File: src/rtl/crc22_check.sv
// Receive-side CRC-22 (x^22 + x + 1) checker for 16-bit readout packets.
// The two trailing words carry the CRC; a two-word delay keeps them out of the sum.
//   state | meaning
//   IDLE  | waiting for a start-of-packet word
//   PKT   | accumulating data words of a packet
//   CHK   | one-cycle result strobe; input handled as in IDLE
module crc22_check #(
  parameter int MXWDS  = 12,
  parameter int MXSTAT = 16
) (
  input  logic              clock,
  input  logic              reset_n,
  input  logic [15:0]       din,
  input  logic              din_valid,
  input  logic              din_sop,
  input  logic              din_eop,
  input  logic              stat_clr,
  output logic              crc_done,
  output logic              crc_match,
  output logic              crc_err,
  output logic              frame_err,
  output logic [21:0]       crc_calc,
  output logic [21:0]       crc_rx,
  output logic [MXWDS-1:0]  wd_count,
  output logic [MXSTAT-1:0] pkt_count,
  output logic [MXSTAT-1:0] err_count,
  output logic              busy
);

  typedef enum logic [1:0] {S_IDLE, S_PKT, S_CHK} state_t;

  state_t            state_q, state_d;
  logic [21:0]       acc_q, acc_d;
  logic [15:0]       h1_q, h1_d, h2_q, h2_d;
  logic              h1v_q, h1v_d, h2v_q, h2v_d;
  logic [MXWDS-1:0]  wd_q, wd_d, wd_inc;
  logic [21:0]       calc_q, calc_d, rx_q, rx_d, folded, rx_now;
  logic [MXWDS-1:0]  wdc_q, wdc_d;
  logic              match_q, match_d, err_q, err_d;
  logic              ferr_q, ferr_d;
  logic [MXSTAT-1:0] pkt_q, pkt_d, errc_q, errc_d;
  logic [1:0]        err_inc;
  logic [MXSTAT:0]   pkt_sum, err_sum;

  function automatic logic [21:0] crc_step(input logic [21:0] c, input logic [15:0] d);
    logic [21:0] n;
    n[0] = d[0] ^ c[6];
    for (int i = 1; i < 16; i++) n[i] = d[i] ^ d[i-1] ^ c[i+6] ^ c[i+5];
    n[16]    = d[15] ^ c[0] ^ c[21];
    n[21:17] = c[5:1];
    return n;
  endfunction

  assign folded = h2v_q ? crc_step(acc_q, h2_q) : acc_q;
  assign rx_now = {din[10:0], h1_q[10:0]};
  assign wd_inc = (&wd_q) ? wd_q : wd_q + MXWDS'(1);

  always_comb begin
    state_d = state_q;
    acc_d   = acc_q;
    h1_d    = h1_q;
    h1v_d   = h1v_q;
    h2_d    = h2_q;
    h2v_d   = h2v_q;
    wd_d    = wd_q;
    calc_d  = calc_q;
    rx_d    = rx_q;
    wdc_d   = wdc_q;
    match_d = match_q;
    err_d   = err_q;
    ferr_d  = 1'b0;
    case (state_q)
      S_PKT: begin
        if (din_valid && din_sop) begin
          // Restart on the new sop; a sop that is also eop is a runt and drops to IDLE.
          ferr_d = 1'b1;
          if (din_eop) begin
            state_d = S_IDLE;
            h1v_d   = 1'b0;
            h2v_d   = 1'b0;
          end else begin
            acc_d = '0;
            h1_d  = din;
            h1v_d = 1'b1;
            h2v_d = 1'b0;
            wd_d  = MXWDS'(1);
          end
        end else if (din_valid && din_eop) begin
          calc_d  = folded;
          rx_d    = rx_now;
          wdc_d   = wd_inc;
          match_d = (rx_now == folded);
          err_d   = (rx_now != folded);
          h1v_d   = 1'b0;
          h2v_d   = 1'b0;
          state_d = S_CHK;
        end else if (din_valid) begin
          acc_d = folded;
          h2_d  = h1_q;
          h2v_d = h1v_q;
          h1_d  = din;
          h1v_d = 1'b1;
          wd_d  = wd_inc;
        end
      end
      default: begin
        state_d = S_IDLE;
        if (din_valid && din_sop && !din_eop) begin
          state_d = S_PKT;
          acc_d   = '0;
          h1_d    = din;
          h1v_d   = 1'b1;
          h2v_d   = 1'b0;
          wd_d    = MXWDS'(1);
        end else if (din_valid && din_eop) begin
          ferr_d = 1'b1;
        end
      end
    endcase
  end

  // Frame and CRC errors can land in the same cycle when a CHK cycle sees a stray eop.
  always_comb begin
    err_inc = 2'(ferr_d) + 2'(state_q == S_CHK && err_q);
    err_sum = {1'b0, errc_q} + (MXSTAT+1)'(err_inc);
    pkt_sum = {1'b0, pkt_q} + (MXSTAT+1)'(state_q == S_CHK);
    pkt_d   = pkt_sum[MXSTAT] ? '1 : pkt_sum[MXSTAT-1:0];
    errc_d  = err_sum[MXSTAT] ? '1 : err_sum[MXSTAT-1:0];
    if (stat_clr) begin
      pkt_d  = '0;
      errc_d = '0;
    end
  end

  always_ff @(posedge clock or negedge reset_n) begin
    if (!reset_n) begin
      state_q <= S_IDLE;
      acc_q   <= '0;
      h1_q    <= '0;
      h1v_q   <= 1'b0;
      h2_q    <= '0;
      h2v_q   <= 1'b0;
      wd_q    <= '0;
      calc_q  <= '0;
      rx_q    <= '0;
      wdc_q   <= '0;
      match_q <= 1'b0;
      err_q   <= 1'b0;
      ferr_q  <= 1'b0;
      pkt_q   <= '0;
      errc_q  <= '0;
    end else begin
      state_q <= state_d;
      acc_q   <= acc_d;
      h1_q    <= h1_d;
      h1v_q   <= h1v_d;
      h2_q    <= h2_d;
      h2v_q   <= h2v_d;
      wd_q    <= wd_d;
      calc_q  <= calc_d;
      rx_q    <= rx_d;
      wdc_q   <= wdc_d;
      match_q <= match_d;
      err_q   <= err_d;
      ferr_q  <= ferr_d;
      pkt_q   <= pkt_d;
      errc_q  <= errc_d;
    end
  end

  assign crc_done  = (state_q == S_CHK);
  assign busy      = (state_q != S_IDLE);
  assign crc_match = match_q;
  assign crc_err   = err_q;
  assign frame_err = ferr_q;
  assign crc_calc  = calc_q;
  assign crc_rx    = rx_q;
  assign wd_count  = wdc_q;
  assign pkt_count = pkt_q;
  assign err_count = errc_q;

endmodule

File: config.mk
export PLATFORM = sky130hd
export DESIGN_NAME = crc22_check
export DESIGN_NICKNAME = d
export VERILOG_FILES = /design/src/rtl/crc22_check.sv
export SDC_FILE = /design/constraint.sdc
export NUM_CORES = 1
export LEC_CHECK = 0
export BUFFER_PORTS_ARGS = -buffer_cell sky130_fd_sc_hd__buf_4
export CORE_ASPECT_RATIO = 1.25
export CORE_UTILIZATION = 45
export CTS_CLUSTER_DIAMETER = 30
export DETAILED_ROUTE_END_ITERATION = 8
export GPL_TIMING_DRIVEN = 0
export PLACE_DENSITY = 0.65
export SETUP_SLACK_MARGIN = 0.05
export SLEW_MARGIN = 30
export SYNTH_ARGS = -nofsm -noshare
export SYNTH_HDL_FRONTEND = slang
export SYNTH_SLANG_ARGS = --single-unit
File: constraint.sdc
create_clock -name clock -period 4.1 [get_ports clock]
set_input_delay 0.82 -clock clock [delete_from_list [all_inputs] [get_ports clock]]
set_output_delay 0.82 -clock clock [all_outputs]
set_load 0.005 [all_outputs]
# After elaboration in Yosys (flattened, before gate mapping)
# Index checks and enable logic that the tools add are counted.
dict set report word_totals {
  ff_bits 161
  wordCells 136
}
dict set report classes {
  add_sub_neg 4
  eq_ne 10
  mux 44
  bitwise_logic 50
  reduce_logical 13
}
# cell n
set ops {}
lappend ops {{$mux 16} 10}
lappend ops {{$mux 22} 7}
lappend ops {{$mux 12} 7}
lappend ops {{$xor 1x1->1} 48}
lappend ops {{$eq 22x22->1} 1}
lappend ops {{$ne 22x22->1} 1}
lappend ops {{$add 16x1->17} 1}
lappend ops {{$add 16x2->17} 1}
lappend ops {{$mux 1} 16}
lappend ops {{$ne 3x3->1 const B} 5}
lappend ops {{$add 12x1->12 const B} 1}
lappend ops {{$reduce_and 12->1} 1}
lappend ops {{$mux 2} 4}
lappend ops {{$reduce_and 4->1} 2}
lappend ops {{$logic_and 1x1->1} 4}
lappend ops {{$ne 4x4->1 const B} 1}
lappend ops {{$reduce_and 2->1} 2}
lappend ops {{$reduce_bool 2->1} 2}
lappend ops {{$reduce_and 3->1} 1}
lappend ops {{$add 1x1->2} 1}
lappend ops {{$eq 2x1->1 const B} 1}
lappend ops {{$eq 2x2->1 const B} 1}
lappend ops {{$not 1->1} 2}
lappend ops {{$logic_not 1->1} 1}

# Longest topological paths before layout
dict set report logic_depth {
  word_depth 8
  depth_mapped 13
}

# Worst setup path before layout
# OpenSTA, ideal clock, no wires.
dict set report synth_path {
  kind {input -> register}
  startpoint {input din_eop}
  endpoint {register errc_q[3] (netlist: err_count[3])}
  setup_ps 78
  t_arrival_ps 2750
  required_time_ps 4022
  setup_slack_ps 1272
  cell_stages 12
  n_path_buf 2
  path_cell_list {nand2_1 -> a21boi_0 -> nor2b_1 -> inv_1 -> fa_1 -> inv_1 -> ha_1 -> nand2_1 -> or3_1 -> clkbuf_1 -> buf_2 -> a21oi_1}
}
dict set report synth_between {
  elab_chain_cells 8
  elab_cells_between_ends 10
  cone_classes {add/sub: 2; mux: 5; reduce/logical: 3}
}
# item line
set synth_lines {}
lappend synth_lines {{start: declaration} 16} ;# input logic din_eop,
lappend synth_lines {{$logic_and 1x1->1 / $logic_not 1->1 (equally long branches)} {115, 108}}
lappend synth_lines {{$mux 1 / $logic_and 1x1->1 (equally long branches)} {115, 108}}
lappend synth_lines {{$mux 1 (*)} 108} ;# if (din_valid && din_sop && !din_eop) begin
lappend synth_lines {{$mux 1 (*)} 72} ;# case (state_q)
lappend synth_lines {{via ferr_d} 40} ;# logic ferr_q, ferr_d;
lappend synth_lines {{$add 1x1->2 (*)} 124} ;# err_inc = 2'(ferr_d) + 2'(state_q == S_CHK && err_q);
lappend synth_lines {{$add 16x2->17 (*)} 125} ;# err_sum = {1'b0, errc_q} + (MXSTAT+1)'(err_inc);
lappend synth_lines {{$mux 16 (*)} 128} ;# errc_d = err_sum[MXSTAT] ? '1 : err_sum[MXSTAT-1:0];
lappend synth_lines {{$mux 16 (*)} 129} ;# if (stat_clr) begin
lappend synth_lines {{via errc_d[3]} 41} ;# logic [MXSTAT-1:0] pkt_q, pkt_d, errc_q, errc_d;
lappend synth_lines {{end signal: assignment} 167} ;# errc_q <= errc_d;
lappend synth_lines {{end: declaration} 41}
# The timed path passes the listed nets; every way through them passes the cells marked *.
# A chain may end at the register's enable or synchronous reset.

# Worst setup path after layout
dict set report layout_path {
  startpoint {register state_q[1]}
  endpoint {register errc_q[8] (netlist: err_count[8])}
}
dict set report layout_between {
  elab_chain_cells 6
  elab_cells_between_ends 8
  cone_classes {add/sub: 2; eq/ne: 2; mux: 3; reduce/logical: 1}
}
# item line
set layout_lines {}
lappend layout_lines {{start: declaration} 32} ;# state_t state_q, state_d;
lappend layout_lines {{start signal: assignment} 153} ;# state_q <= state_d;
lappend layout_lines {{$eq 2x1->1} 72}
lappend layout_lines {{$mux 1} 72}
lappend layout_lines {{via ferr_d} 40}
lappend layout_lines {{$add 1x1->2} 124}
lappend layout_lines {{$add 16x2->17} 125}
lappend layout_lines {{$mux 16} 128}
lappend layout_lines {{$mux 16} 129}
lappend layout_lines {{via errc_d[8]} 41}
# The timed path passes the listed nets, and every way through them passes these cells.

==> impl_metrics.csv <==
group,metric,value,unit
synthesis,syn_inst,788,
place,hpwl,15.0,mm
detailed_routing,detail-route-antenna-nets,0,
synthesis,ys_ff_latch,161,
synthesis,ys_warn_count,0,
place,io_buffers,114,
sta,hold_violations,0,
synthesis,ys_seq_area_share,51.3,%
pwr,irDropWorstVdd,0.303,mV
setup_path,crit_path_start_kind,"flip-flop",
cts,h-tree-depth,4,
synthesis,synth_edf_count,0,
sta,finalClockSkew,0.00829,ns
sta,max_clock_freq,313,MHz
setup_path,crit_path_cell_trace,"nand2b_1 > nand2_1 > a21boi_0 > nor2b_1 > inv_1 > fa_1 > inv_1 > ha_1 > nand2_1 > or3_1 > clkbuf_1 > buf_2 > a21oi_1",
setup_path,crit_arrival,3.54,ns
detailed_routing,via_per_inst,5.33,
detailed_routing,drt-pass1-iter-count,5,
job,max_cap_viol_count,0,
cts,cts_hold_buf,0,
cts,cts_buffers,17,
sta,period_needed,3.20,ns
pwr,power_density,553,nW/um^2
sta,slew_headroom,56.0,%
synthesis,synthesis.area,7860,sq um
hold_path,hold_path_class,"primary input to asynchronous set/reset pin",
detailed_routing,drtIter0Drc,408,
cts,clk_path_buf_depth,2,
final_layout,diodes,0,
synthesis,synth_fp_nets,815,
cts,cts_setup_buffers,0,
die,dieArea,18000,sq um
synthesis,avgSynthCellArea,9.97,sq um
setup_path,slowest_delay,0.47,ns
global_routing,antenna_found_initial,0,
synthesis,synth_cell_types,58,
cts,cts_resized,0,
setup_path,crit_fanout,10,
sta,timing.setup.tns,0,ns
final_layout,finalNetCount,949,
sta,tightest_slew,0.655,ns
synthesis,synth.area.top_cells,"dfrtp_1 51%, nand2_1 9.8%, xnor2_1 4.6%",
final_layout,drive_gt1_share,20.5,%
global_routing,grt_pass1_wl,32.1,mm
cts,cts_tree,"done",
die,fp.dieH,150,um
global_routing,grt-ovfl-total,0,
synthesis,synth.largest_area_cell,"dfrtp_1",
sta,finalCritPeriodShare,78.0,%
die,rows,53,
setup_path,rrSetupSlack,0.90,ns
pwr,p_leak,0.00455,uW
final_layout,postLayoutCoreUtil,56.9,%
die,die_x,120,um
setup_path,endpoint_kind,"flip-flop",
detailed_routing,wire_per_inst,17.6,um
global_routing,grt_pass1_vias,6078,
die,start_util,46.3,%
sta,final-setup-viol-count,0,
sta,final_max_slew_viol_count,0,
setup_path,cp_slowest_cell,"fa_1",
synthesis,yosysTopAreaCellShare,51.3,%
cts,cts_root_buf,"clkbuf_16",
synthesis,synthFlopType,"dfrtp_1",
cts,path_clk_slew,0.06,ns
die,ioPinCount,115,
global_routing,grtUsageTotal,23.6,%
synthesis,synthArstFlopShare,100,%
detailed_routing,remaining_drc_errors,0,
place,gp_congestion,0.899,
die,coreArea,17000,sq um
final_layout,syn_to_final_growth,22.9,%
cts,cts_sinks,161,
detailed_routing,via_count,6145,
global_routing,grt_max_degree,84,
setup_path,path_class,"flip-flop to flip-flop",
setup_path,cp.required,4.44,ns
cts,clock_latency,0.43,ns
sta,rsz0062_at_grt,"no",
status,outcome,"finished clean",
detailed_routing,wl,20.3,mm
[final cells by class]
| class | count | area, sq um |
|---|---|---|
| Tap cell | 220 | 275 |
| Clock inverter | 11 | 186 |
| Timing Repair Buffer | 115 | 891 |
| Buffer | 39 | 158 |
| Inverter | 13 | 48.8 |
| Fill cell | 1509 | 7320 |
| Sequential cell | 161 | 4030 |
| Multi-Input combinational cell | 575 | 3620 |
| Clock buffer | 19 | 443 |
[critical path: cells and delay by family, from the launching register on]
family,cells,cell delay (ns)
DFF,1,0.37
adders and majority gates,2,0.75
buffers and inverters,4,0.62
AOI/OAI and AO/OA,2,0.27
and+or+nand+nor,5,1.11
[sequential cells by signal, indices dropped and copies added (netlist names)]
name,cells
h2_q,16
crc_rx,22
crc_calc,22
state_q,2
wd_q,12
h1_q,16
err_count,16
pkt_count,16
h1v_q,1
acc_q,22
crc_err,1
wd_count,12
crc_match,1
frame_err,1
h2v_q,1
[cell families after synthesis]
| logic type | synth area share, % |
|---|---|
| muxes | 3.31 |
| buffers and inverters | 2.63 |
| AOI/OAI and AO/OA | 11.0 |
| and+or+nand+nor | 16.6 |
| xor gates and xnor gates | 14.3 |
| adders and majority gates | 0.892 |
| DFF | 51.3 |
[layout by cell type, fill, tap and decap left out, drive strengths merged, types with 5 or more instances in the layout]
cell,instances
a21oi,36
a31oi,7
a32o,7
and3,5
buf,126
bufinv,5
clkbuf,47
dfrtp,161
inv,14
mux2,16
mux2i,8
nand2,205
nand3,18
nand4,9
nor2,26
nor3,6
o21ai,84
or2,5
xnor2,53
xnor3,13
xor2,29
[where the power goes]
part / leakage (uW) / internal (uW) / switching [uW]
clock network: 0.000309 / 1090 / 626
registers: 0.00213 / 1880 / 275
logic: 0.00212 / 778 / 692
total: 0.00455 / 3750 / 1590
[cell usage after synthesis (4+ instances only)]
master	count
nor2_1	25
nand3_1	17
nor3_1	5
a32o_1	7
xor2_1	29
ha_1	4
dfrtp_1	161
xnor2_2	12
buf_2	9
inv_1	12
a31oi_1	7
a21oi_1	36
nand4_1	9
o21ai_0	68
nand2b_1	4
mux2_2	16
xnor3_1	13
nand2_1	205
xnor2_1	41
clkbuf_1	28
mux2i_1	8
o21ai_1	15
or3_1	4
and3_1	4
[metrics by stage]
stage	hold WS [ns]	cells	power, uW	instance area [sq um]	setup WS (ns)
2_1_floorplan	0.433	788	3050	7860	1.27
3_3_place_gp	0.442	1122	3630	8990	0.654
3_5_place_dp	0.451	1123	3650	9020	0.626
4_1_cts	0.387	1153	5380	9650	0.916
5_1_grt	0.400	1153	5620	9650	0.697
6_report	0.356	1153	5340	9650	0.901
[worst paths after layout]
| kind | start | to | cells after the start |
|---|---|---|---|
| worst min-delay path | reset_n | pkt_count[10] | 1 |
| worst max-delay path | state_q[1] | err_count[8] | 13 |
| min in group clock | h1_q[12] | h2_q[12] | 2 |
| worst min register to register | h1_q[12] | h2_q[12] | 2 |
| worst max register to register | state_q[1] | err_count[8] | 13 |
| max in group asynchronous | reset_n | h2_q[6] | 2 |
[layer usage]
metal	GRT usage, %	routed length, um	vias to the layer above
li1	-	-	2933
met1	29.7	8880	3023
met2	39.7	10100	156
met3	4.73	842	33
met4	9.81	549	0
met5	0	0	-
No activity file was read; power rests on OpenSTA's default activity.
